## config.mk

```make
export PLATFORM = sky130hd
export DESIGN_NAME = score_glyph_render
export DESIGN_NICKNAME = d
export VERILOG_FILES = /design/src/rtl/score_glyph_render.sv
export SDC_FILE = /design/constraint.sdc
export NUM_CORES = 1
export LEC_CHECK = 0
export CAP_MARGIN = 15
export CORE_AREA = 3 3 96 89
export CTS_BUF_LIST = sky130_fd_sc_hd__clkbuf_8
export DETAILED_ROUTE_END_ITERATION = 7
export DIE_AREA = 0 0 99 92
export PLACE_DENSITY = 0.72
export SKIP_CTS_REPAIR_TIMING = 1
export SLEW_MARGIN = 20
export SYNTH_ARGS = -nofsm -noshare
export SYNTH_HDL_FRONTEND = slang
export SYNTH_SLANG_ARGS = --single-unit
```

## constraint.sdc

```tcl
create_clock -name clk -period 3.05 [get_ports clk]
set_input_delay 0.7625 -clock clk [delete_from_list [all_inputs] [get_ports clk]]
set_output_delay 0.7625 -clock clk [all_outputs]
set_load 0.02 [all_outputs]
```

## src/rtl/score_glyph_render.sv

```systemverilog
// Two-digit score overlay: scales two 3x5 glyph bitmaps into a fixed screen box
// and blinks the digits for a while after the score changes.
module score_glyph_render #(
  parameter logic [9:0] X0           = 10'd560,
  parameter logic [9:0] Y0           = 10'd16,
  parameter int         SCALE_LOG2   = 3,
  parameter logic [7:0] BLINK_FRAMES = 8'd48
) (
  input  logic        clk,
  input  logic        resetn,
  input  logic [14:0] tens_glyph,
  input  logic [14:0] ones_glyph,
  input  logic        frame_start,
  input  logic [9:0]  hcount,
  input  logic [9:0]  vcount,
  input  logic        video_active,
  output logic        pixel_on,
  output logic        pixel_valid
);

  localparam logic [0:0] IDLE  = 1'b0;
  localparam logic [0:0] BLINK = 1'b1;

  logic [14:0] tens_sh;
  logic [14:0] ones_sh;
  logic [0:0]  state;
  logic [0:0]  state_next;
  logic [7:0]  blink_cnt;
  logic [7:0]  blink_cnt_next;
  logic        glyph_changed;

  assign glyph_changed = {tens_glyph, ones_glyph} != {tens_sh, ones_sh};

  // Blink bookkeeping only advances on frame boundaries.
  always_comb begin
    state_next     = state;
    blink_cnt_next = blink_cnt;
    if (frame_start) begin
      if (state == IDLE) begin
        if (glyph_changed && (BLINK_FRAMES != 8'd0)) begin
          state_next     = BLINK;
          blink_cnt_next = BLINK_FRAMES;
        end
      end else begin
        if (glyph_changed && (BLINK_FRAMES != 8'd0)) begin
          blink_cnt_next = BLINK_FRAMES;
        end else if (blink_cnt <= 8'd1) begin
          state_next     = IDLE;
          blink_cnt_next = 8'd0;
        end else begin
          blink_cnt_next = blink_cnt - 8'd1;
        end
      end
    end
  end

  always_ff @(posedge clk or negedge resetn) begin
    if (!resetn) begin
      tens_sh   <= 15'd0;
      ones_sh   <= 15'd0;
      state     <= IDLE;
      blink_cnt <= 8'd0;
    end else begin
      state     <= state_next;
      blink_cnt <= blink_cnt_next;
      if (frame_start) begin
        tens_sh <= tens_glyph;
        ones_sh <= ones_glyph;
      end
    end
  end

  logic [9:0] dx;
  logic [9:0] dy;
  logic [9:0] cx_full;
  logic [9:0] cy_full;
  logic       in_box;

  // The explicit >= tests stop an underflowed dx/dy from aliasing into the box.
  assign dx      = hcount - X0;
  assign dy      = vcount - Y0;
  assign cx_full = dx >> SCALE_LOG2;
  assign cy_full = dy >> SCALE_LOG2;
  assign in_box  = (hcount >= X0) && (vcount >= Y0) &&
                   (cx_full < 10'd7) && (cy_full < 10'd5);

  logic       in_box_reg;
  logic [2:0] cx_reg;
  logic [2:0] cy_reg;
  logic       active_reg;

  always_ff @(posedge clk or negedge resetn) begin
    if (!resetn) begin
      in_box_reg <= 1'b0;
      cx_reg     <= 3'd0;
      cy_reg     <= 3'd0;
      active_reg <= 1'b0;
    end else begin
      in_box_reg <= in_box;
      cx_reg     <= cx_full[2:0];
      cy_reg     <= cy_full[2:0];
      active_reg <= video_active;
    end
  end

  // Flattened 7x5 cell map (index cy*7+cx), padded to 64 so any cx/cy is safe.
  logic [63:0] cell_map;

  generate
    for (genvar gi = 0; gi < 64; gi++) begin : g_cell
      localparam int CY = gi / 7;
      localparam int CX = gi % 7;
      if (gi >= 35) begin : g_pad
        assign cell_map[gi] = 1'b0;
      end else if (CX < 3) begin : g_tens
        assign cell_map[gi] = tens_sh[3*CY + CX];
      end else if (CX == 3) begin : g_gap
        assign cell_map[gi] = 1'b0;
      end else begin : g_ones
        assign cell_map[gi] = ones_sh[3*CY + CX - 4];
      end
    end
  endgenerate

  logic [5:0] cell_idx;
  logic       cell_bit;
  logic       blank;

  assign cell_idx = 6'(cy_reg) * 6'd7 + 6'(cx_reg);
  assign cell_bit = cell_map[cell_idx];
  assign blank    = (state == BLINK) && blink_cnt[2];

  always_ff @(posedge clk or negedge resetn) begin
    if (!resetn) begin
      pixel_on    <= 1'b0;
      pixel_valid <= 1'b0;
    end else begin
      pixel_on    <= active_reg && in_box_reg && cell_bit && !blank;
      pixel_valid <= active_reg;
    end
  end

endmodule

```

==> metrics.cfg <==
[run_status]
outcome = completed

[routing]
dr.pass1.iters = 4
via_per_inst = 5.22
num_vias = 2234
wire_per_inst_um = 14.9
ant_nets = 0
drc = 0
first_iter_violations = 117
wl_um = 6360

[grt]
grt_max_degree = 38
globalRouteOverflowTotal = 0
grt_pass1_wl_um = 10600
busiest_layer = met2
grt_use_total_pct = 14.3
grtUsageMet1_pct = 18.7
met3_usage_pct = 2.89
use_met2_pct = 24.4
antenna_found_initial = 0
first_global_vias = 2269

[place]
place_area_um2 = 3680
post-dp-hpwl_um = 4850
numPortBuffers = 49
place.gp.congestion = 0.893

[hold_path]
min_path_type = reg2reg
hp-start = active_reg
whs_path_depth = 0
min_to = pixel_valid

[clock_network]
htree_levels = 2
cts_root_buffer = clkbuf_8
clk_latency_ns = 0.30
clkTransAtPathRegs_ns = 0.09
clock-sinks = 49
cts_made_buffers = 5
cts_buffer_depth = 2
cts_tree = done

[critical_path]
timing.rr.start = cy_reg[2]
cp.arrival_ns = 3.12
rr_endpoint = pixel_on
regToRegSetupSlack_ns = 0.12
start_kind = flip-flop
cp_max_fo = 2
worstPathRequired_ns = 3.24
reg2regPathDepth = 9
critPathKind = reg2reg
endpoint_kind = flip-flop

[yosys]
synth_area_per_cell_um2 = 11.2
netlist_top_cells_count = 49 x dfrtp_1, 31 x mux2_2, 31 x xnor2_1
yosysUniqueCellTypes = 48
async_flop_share_pct = 100
ys.flop_type = dfrtp_1
synth_seq_cells = 49
synth_area_leaders = dfrtp_1 41%, mux2_2 12%, xnor2_1 9.0%
synth_seq_area_share_pct = 40.7
synth_most_common_cell = dfrtp_1
synth_area_um2 = 3010
synth.largest_area_cell = dfrtp_1
synthCells = 268
netlist.area_leader.share_pct = 40.7
synth-edff-count = 0
yosys_warnings = 0
synthesis.nets = 343

[pwr]
pwr-share-clk_pct = 24.1
cell_internal_pwr_mw = 1.23
switching_share_pct = 29.6
power_mw = 1.74
p_switching_uw = 515
ir_drop_uv = 259
powerDensity_nw_per_um2 = 453
comb_power_share_pct = 33.2
pwr-share-seq_pct = 42.7
power_leakage_nw = 1.58

[sta]
min_period_ns = 2.93
max_freq_ghz = 0.341
maxSlewHeadroom_pct = 51.9
skew_ns = 0.00720
holdWs_ns = 0.384
worstMarginPinSlew_ns = 0.722
hold_violations = 0
setup_viol = 0
fin_crit_sh_pct = 96.2
finalMaxSlewViolations = 0

[cells_and_area]
drive_gt1_share_pct = 21.1
nets = 406
reg_top3 = ones_sh x15, tens_sh x15, blink_cnt x8
syn_to_final_growth_pct = 27.6
stdcell_area_um2 = 3840
num_antenna_cells = 0

[die]
start_util_pct = 39.9
die_h_um = 92
die_area_um2 = 9110
coreArea_um2 = 7540
dieWidth_um = 99
fp-row-count = 30
io_pins = 56

[job]
drv_cap = 0

[cells in the final DEF (no fill, tap or decap), types with 2 or more instances in the layout]
cell	instances
a31oi_1	4
nor2_1	8
clkdlybuf4s50_1	48
nor3_1	8
inv_1	15
nand2_1	9
o22ai_1	3
buf_4	16
nand4_1	11
mux2i_1	6
a22o_1	3
mux4_2	3
nand3_1	9
nor4_1	2
clkbuf_8	7
ha_1	16
mux2_2	31
o21ai_0	5
dfrtp_1	49
fa_1	3
nand2b_1	2
nor2b_1	3
xnor2_1	30
a21oi_1	6
a21o_1	2
xor2_1	4
[metrics by stage]
step                      std cells  setup TNS (ns)  setup WS [ns]  util (%)
final                           428               0          0.116      50.9
after global routing            428         -0.0153        -0.0153      50.9
after CTS                       426          -0.217         -0.217      50.2
after detailed placement        418          -0.193         -0.193      48.8
after global placement          418         -0.0500        -0.0500      48.8
after floorplan                 268               0         0.0573         -
[metal layers]
layer	share of wire (%)	vias up	wire [um]
li1	-	1092	-
met1	46	1086	2900
met2	49	50	3100
met3	4.7	6	296
met4	0.94	0	60
met5	0	-	0
[power by group through the flow]
| stage | sequential, mW | combinational (mW) | clock, mW |
|---|---|---|---|
| after floorplan | 0.747 | 0.327 | 0 |
| after global placement | 0.754 | 0.506 | 0 |
| after detailed placement | 0.757 | 0.518 | 0 |
| after CTS | 0.744 | 0.522 | 0.429 |
| after global routing | 0.753 | 0.629 | 0.453 |
| final | 0.743 | 0.578 | 0.420 |
[final cells by class]
type,instances,area (um2)
clock buffers,7,96.3
clock inverters,1,5.00
fillers,669,3700
inverters,16,60.1
multi-input cells,194,1730
flip-flops and latches,49,1230
well taps,96,120
repair buffers,65,606
[worst max path at each step]
stage                     slack [ns]       from  endpoint
after floorplan                 0.06  cy_reg[1]  pixel_on
after global placement         -0.05  cy_reg[0]  pixel_on
after detailed placement       -0.19  cy_reg[0]  pixel_on
after CTS                      -0.22  cy_reg[0]  pixel_on
after global routing           -0.02  cy_reg[2]  pixel_on
final                           0.12  cy_reg[2]  pixel_on
[critical path, stage by stage (launching register included)]
cell	delay, ns
dfrtp_1	0.41
fa_1	0.57
fa_1	0.45
fa_2	0.39
buf_4	0.16
a21o_1	0.18
a21oi_2	0.12
xor2_1	0.22
mux2i_1	0.24
o32ai_2	0.09
[cell families after synthesis]
| group | share of synthesized area (%) |
|---|---|
| simple gates | 11.5 |
| flops | 40.7 |
| mux | 15.8 |
| compound gates | 8.72 |
| xor+xnor | 10.2 |
| buf+inv | 3.28 |
| fa+ha+maj | 9.72 |
Power figures use the tool's default switching activity.
